**src/rtl/boot_copier_if.sv**
```systemverilog
// Boot copier bus bundle: ROM read port, RAM write port and boot status/control.
// master = boot_copier; slave = the ROM/RAM/CPU-reset side of the top level.
interface boot_copier_if;
  logic        I_start;
  logic        O_rom_enable;
  logic [7:0]  O_rom_addr;
  logic [15:0] I_rom_data;
  logic        O_ram_we;
  logic [15:0] O_ram_addr;
  logic [15:0] O_ram_data;
  logic        I_ram_ready;
  logic        O_busy;
  logic        O_done;
  logic        O_cpu_reset;

  modport master (
    input  I_start, I_rom_data, I_ram_ready,
    output O_rom_enable, O_rom_addr, O_ram_we, O_ram_addr, O_ram_data,
           O_busy, O_done, O_cpu_reset
  );

  modport slave (
    output I_start, I_rom_data, I_ram_ready,
    input  O_rom_enable, O_rom_addr, O_ram_we, O_ram_addr, O_ram_data,
           O_busy, O_done, O_cpu_reset
  );
endinterface

```
**src/rtl/boot_copier.sv**
```systemverilog
// Boot sequencer: copies the boot ROM image into RAM one 16-bit word at a time
// (READ -> LATCH -> WRITE per word), then releases the CPU from reset.
module boot_copier #(
  parameter int          ROM_BYTES  = 256,
  parameter logic [15:0] DEST_BASE  = 16'h0000,
  parameter bit          AUTO_START = 1'b1
) (
  input  logic          I_clk,
  input  logic          I_reset,
  boot_copier_if.master bus
);
  typedef enum logic [2:0] {S_IDLE, S_READ, S_LATCH, S_WRITE, S_DONE} state_t;

  localparam logic [6:0] LAST_IDX  = 7'(ROM_BYTES / 2 - 1);
  localparam state_t     RST_STATE = AUTO_START ? S_READ : S_IDLE;

  state_t      state, state_d;
  logic [6:0]  idx, idx_d;
  logic        ram_we, ram_we_d;
  logic [15:0] ram_addr, ram_addr_d;
  logic [15:0] ram_data, ram_data_d;
  logic        busy, busy_d;
  logic        done, done_d;
  logic        cpu_reset, cpu_reset_d;

  always_ff @(posedge I_clk) begin
    if (I_reset) begin
      state     <= RST_STATE;
      idx       <= '0;
      ram_we    <= 1'b0;
      ram_addr  <= DEST_BASE;
      ram_data  <= '0;
      busy      <= AUTO_START;
      done      <= 1'b0;
      cpu_reset <= 1'b1;
    end else begin
      state     <= state_d;
      idx       <= idx_d;
      ram_we    <= ram_we_d;
      ram_addr  <= ram_addr_d;
      ram_data  <= ram_data_d;
      busy      <= busy_d;
      done      <= done_d;
      cpu_reset <= cpu_reset_d;
    end
  end

  always_comb begin
    state_d     = state;
    idx_d       = idx;
    ram_we_d    = ram_we;
    ram_addr_d  = ram_addr;
    ram_data_d  = ram_data;
    busy_d      = busy;
    done_d      = done;
    cpu_reset_d = cpu_reset;
    case (state)
      S_IDLE, S_DONE: begin
        // cpu_reset is deliberately untouched: a restart never re-holds the CPU
        if (bus.I_start) begin
          state_d = S_READ;
          idx_d   = '0;
          busy_d  = 1'b1;
          done_d  = 1'b0;
        end
      end
      S_READ:  state_d = S_LATCH;
      S_LATCH: begin
        ram_data_d = bus.I_rom_data;
        ram_addr_d = DEST_BASE + {8'h00, idx, 1'b0};
        ram_we_d   = 1'b1;
        state_d    = S_WRITE;
      end
      S_WRITE: begin
        if (bus.I_ram_ready) begin
          ram_we_d = 1'b0;
          if (idx == LAST_IDX) begin
            state_d     = S_DONE;
            done_d      = 1'b1;
            busy_d      = 1'b0;
            cpu_reset_d = 1'b0;
          end else begin
            idx_d   = idx + 7'd1;
            state_d = S_READ;
          end
        end
      end
      default: state_d = RST_STATE;
    endcase
  end

  // Reset may park the FSM in READ; gate the strobe so the ROM stays quiet while reset is held.
  assign bus.O_rom_enable = (state == S_READ) && !I_reset;
  assign bus.O_rom_addr   = {idx, 1'b0};
  assign bus.O_ram_we     = ram_we;
  assign bus.O_ram_addr   = ram_addr;
  assign bus.O_ram_data   = ram_data;
  assign bus.O_busy       = busy;
  assign bus.O_done       = done;
  assign bus.O_cpu_reset  = cpu_reset;
endmodule
```
**src/flat_wrapper.sv**
```systemverilog
// flat-port wrapper written by rule: the top's interface ports become plain ports
module boot_copier_flat 
#(
  parameter int          ROM_BYTES  = 256,
  parameter logic [15:0] DEST_BASE  = 16'h0000,
  parameter bit          AUTO_START = 1'b1
)
  (I_clk, I_reset, bus_I_start, bus_I_rom_data, bus_I_ram_ready, bus_O_rom_enable, bus_O_rom_addr, bus_O_ram_we, bus_O_ram_addr, bus_O_ram_data, bus_O_busy, bus_O_done, bus_O_cpu_reset);
  boot_copier_if bus_i ();
  input  logic I_clk;
  input  logic I_reset;
  input wire logic [$bits(bus_i.I_start)-1:0] bus_I_start;
  input wire logic [$bits(bus_i.I_rom_data)-1:0] bus_I_rom_data;
  input wire logic [$bits(bus_i.I_ram_ready)-1:0] bus_I_ram_ready;
  output wire logic [$bits(bus_i.O_rom_enable)-1:0] bus_O_rom_enable;
  output wire logic [$bits(bus_i.O_rom_addr)-1:0] bus_O_rom_addr;
  output wire logic [$bits(bus_i.O_ram_we)-1:0] bus_O_ram_we;
  output wire logic [$bits(bus_i.O_ram_addr)-1:0] bus_O_ram_addr;
  output wire logic [$bits(bus_i.O_ram_data)-1:0] bus_O_ram_data;
  output wire logic [$bits(bus_i.O_busy)-1:0] bus_O_busy;
  output wire logic [$bits(bus_i.O_done)-1:0] bus_O_done;
  output wire logic [$bits(bus_i.O_cpu_reset)-1:0] bus_O_cpu_reset;
  assign bus_i.I_start = bus_I_start;
  assign bus_i.I_rom_data = bus_I_rom_data;
  assign bus_i.I_ram_ready = bus_I_ram_ready;
  assign bus_O_rom_enable = bus_i.O_rom_enable;
  assign bus_O_rom_addr = bus_i.O_rom_addr;
  assign bus_O_ram_we = bus_i.O_ram_we;
  assign bus_O_ram_addr = bus_i.O_ram_addr;
  assign bus_O_ram_data = bus_i.O_ram_data;
  assign bus_O_busy = bus_i.O_busy;
  assign bus_O_done = bus_i.O_done;
  assign bus_O_cpu_reset = bus_i.O_cpu_reset;
  boot_copier #(.ROM_BYTES(ROM_BYTES), .DEST_BASE(DEST_BASE), .AUTO_START(AUTO_START)) u_core (.I_clk(I_clk), .I_reset(I_reset), .bus(bus_i));
endmodule
```
**config.mk**
```make
export PLATFORM = sky130hd
export DESIGN_NAME = boot_copier_flat
export DESIGN_NICKNAME = d
export VERILOG_FILES = /design/src/rtl/boot_copier_if.sv /design/src/rtl/boot_copier.sv /design/src/flat_wrapper.sv
export SDC_FILE = /design/constraint.sdc
export NUM_CORES = 1
export LEC_CHECK = 0
export ABC_AREA = 1
export BUFFER_PORTS_ARGS = -buffer_cell sky130_fd_sc_hd__buf_2
export CAP_MARGIN = 10
export CORE_ASPECT_RATIO = 1.1
export CORE_MARGIN = 2
export CORE_UTILIZATION = 42
export CTS_CLUSTER_DIAMETER = 30
export DETAILED_ROUTE_END_ITERATION = 8
export HOLD_SLACK_MARGIN = 0.12
export MAX_ROUTING_LAYER = met4
export PLACE_DENSITY = 0.84
export REMOVE_ABC_BUFFERS = 1
export SKIP_CTS_REPAIR_TIMING = 1
export SYNTH_ARGS = -nofsm -noshare
export SYNTH_HDL_FRONTEND = slang
export SYNTH_SLANG_ARGS = --single-unit
```
**constraint.sdc**
```tcl
create_clock -name I_clk -period 1.2 [get_ports I_clk]
set_input_delay 0.24 -clock I_clk [delete_from_list [all_inputs] [get_ports I_clk]]
set_output_delay 0.24 -clock I_clk [all_outputs]
set_load 0.02 [all_outputs]
```
==> summary.md <==
| Metric | Value |
|---|---|
| Outcome | finished with violations |
| Failing checks | setup timing |
| Drt via density | 4.83 |
| DIE AREA | 4290 µm² |
| Peak Freq | 0.717 GHz |
| Die height | 68.5 µm |
| CTS tree | yes |
| Clock Sinks | 37 |
| Initial core utilization | 43.8% |
| RSZ-0062 raised after global routing | yes |
| Area of the multi-input gates | 785 µm² |
| Clock Latency Late Sink | 0.29 ns |
| H-tree lvl count | 2 |
| Crit Reg-Reg Startpoint | u_core.state[1]$_SDFFE_PP0P_ |
| Synth cell types | 25 |
| Tightest Hold Check Type | input pin to flop |
| Antenna-violating nets left | 0 |
| Num ports | 65 |
| Crit Path Max Fanout | 7 |
| IO buf count | 54 |
| Number of cell rows | 23 |
| Synthesized area | 1590 µm² |
| Met3 wire len | 277 µm |
| Pre-Repair DR Iteration Count | 4 |
| Tmin final | 1.40 ns |
| Internal Power | 2.16 mW |
| Startpoint Class | flop |
| Core Util, Final | 63.3% |
| Peak supply drop | 884 µV |
| Clk_skew | 0.00691 ns |
| First-pass GRT wire length | 6430 µm |
| Switch share | 32.5% |
| Worst setup EP type | flop |
| Total grt overflow | 0 |
| Clock Power Share | 27.4% |
| WL per Instance | 13.2 µm |
| Top Metal Used | met4 |
| Pins over their slew limit | 0 |
| All-layer global routing usage | 20.1% |
| Synthesized instance count | 213 |
| Final period util | 116% |
| Post-synthesis sequential area ratio | 46.7% |
| NetSw | 1.04 mW |
| Iter 0 DRT Violations | 94 |
| Number of global-route vias before repair | 1485 |
| Pre-CTS setup slack | -0.122 ns |
| Routability cong. | 0.880 |
| WL met1 | 1860 µm |
| CP arrival | 1.61 ns |
| CTS buffer count | 5 |
| Clock Tree Buf Depth | 2 |
| PnR worst setup slack | -0.195 ns |
| Hold_sp | bus_I_rom_data[3] |
| Worst setup path start | u_core.state[1]$_SDFFE_PP0P_ |
| # fillers | 333 |
| Routed WL | 4480 µm |
| Final setup violation count | 27 |
| Via count | 1643 |
| Diodes inserted | 0 |
| Share of cells above drive strength 1 | 40.3% |
| Power density over the cells | 1400 nW/µm² |
| Reg area | 756 µm² |
| Core area | 3630 µm² |
| Met2 wire length | 2290 µm |
| Drt drc | 0 |
| Flop pwr share | 44.5% |
| Die X | 62.6 µm |
| Yosys reg bits | 37 |
| Area Overhead vs Synth | 44.6% |
| Worst EP required | 1.42 ns |
| Initial antenna violation count | 0 |
| P_leak | 1.12 nW |
| WS Path Type | flop to flop |
| Power, Total | 3.20 mW |
| Max Cap Violations | 0 |
| Reg clk slew, reported paths | 0.07 ns |
| Synthesis Warnings | 0 |
| Clk root buf | clkbuf_8 |
| Layout Nets | 311 |
| Largest net degree at the start of global routing | 26 |
| DP HPWL | 2710 µm |
| Fin. Hold Viols | 0 |
| Combinational power share | 28.1% |
| Syn_area_per_cell | 7.45 µm² |
| Setup TNS | -2.75 ns |
[per-stage QoR]
step | instances | hold WS [ns] | cell area (µm²)
floorplan | 205 | 0.309 | 1500
CTS | 334 | 0.173 | 2070
global route | 340 | 0.170 | 2300
finish | 340 | 0.166 | 2300
detailed placement | 327 | 0.435 | 1980
global placement | 327 | 0.428 | 1980
[final cells by class]
class | instances | share of cell area, %
clock buffers | 7 | 3.76
flip-flops and latches | 37 | 32.9
repair buffers | 78 | 23.5
multi-input cells | 152 | 34.2
inverters | 16 | 2.94
well taps | 50 | 2.72
[placed cells by master (no fill, tap or decap)]
cell type	Yosys	layout
clkbuf_1	2	1
buf_4	11	20
buf_6	2	3
o21ai_2	0	1
nand3_2	0	1
dfxtp_1	37	31
nor4_2	0	1
o21ai_0	10	7
nand4_1	4	4
inv_1	15	12
nand2_2	3	7
buf_12	0	2
ha_4	0	1
nand2_4	0	3
a21oi_1	13	11
inv_6	0	1
buf_8	0	1
buf_2	1	50
nor2_1	48	45
o21ai_1	15	17
nand2_1	30	23
dfxtp_4	0	3
o221ai_1	1	1
inv_2	1	2
inv_4	0	1
clkbuf_8	0	6
dfxtp_2	0	3
nor2_4	1	3
nand3_1	10	9
nand3_4	1	1
xnor2_1	1	1
nor2_2	2	3
clkbuf_16	0	2
a21oi_2	0	2
conb_1	1	10
nand3b_1	1	1
[logic make-up (layout without fill, tap and decap cells)]
| group | after synthesis | after routing | synth area share, % |
|---|---|---|---|
| AO/OA/AOI/OAI | 39 | 39 | 12.5 |
| XOR/XNOR | 1 | 1 | 0.552 |
| adder cells (fa/ha/maj) | 1 | 1 | 0.788 |
| buffers and inverters | 33 | 101 | 11.4 |
| flip-flops | 37 | 37 | 46.7 |
| other | 1 | 10 | 0.236 |
| AND/OR/NAND/NOR | 101 | 101 | 27.8 |
[metal layers]
metal	up-vias	global-route usage [%]
met1	751	21.8
met5	-	-
met2	67	35.3
met4	0	9.17
met3	7	4.93
li1	818	-
[worst paths after layout]
path,end,slack [ns],depth (start not counted)
setup / recovery,u_core.bus.O_ram_addr[4]$_SDFFE_PP0P_,-0.20,8
hold / removal,u_core.bus.O_ram_data[3]$_SDFFE_PP0P_,0.17,3
setup reg to reg,u_core.bus.O_ram_addr[4]$_SDFFE_PP0P_,-0.20,8
hold reg to reg,u_core.bus.O_done$_SDFFE_PP0P_,0.45,2
[sequential cells by signal (all words and copies together), names as in the netlist]
name / count
u_core.bus.O_cpu_reset: 1
u_core.bus.O_busy: 1
u_core.bus.O_ram_we: 1
u_core.bus.O_ram_data: 16
u_core.bus.O_ram_addr: 7
u_core.state: 3
u_core.bus.O_done: 1
u_core.idx: 7
[worst max-delay path: stages (launching register included)]
cell     delay [ns]
dfxtp_4        0.39
inv_4          0.04
nor2_2         0.11
inv_2          0.06
nor2_4         0.19
buf_12         0.16
buf_12         0.11
o21ai_0        0.08
a21oi_1        0.16
[power by group through the flow]
stage          sequential (mW)  combinational (mW)  clock (mW)
3_3_place_gp              1.43               0.716           0
3_5_place_dp              1.44               0.729           0
6_report                  1.42               0.901       0.877
4_1_cts                   1.41               0.730       0.891
2_1_floorplan             1.57               0.315           0
5_1_grt                   1.44               0.981       0.945
[synth_stat cells, drive strengths merged]
library cell	instances	area share, %
o21ai	25	7.9
buf	15	7.2
nand3	11	4.3
inv	16	3.8
conb	1	0.24
nand2	33	8.3
dfxtp	37	47
nor2	51	13
xnor2	1	0.55
a21oi	13	4.1
ha	1	0.79
o221ai	1	0.55
nand4	4	1.6
nand3b	1	0.47
clkbuf	2	0.47
nor4	1	0.39
Note: power is estimated with default switching activity, not from simulation.
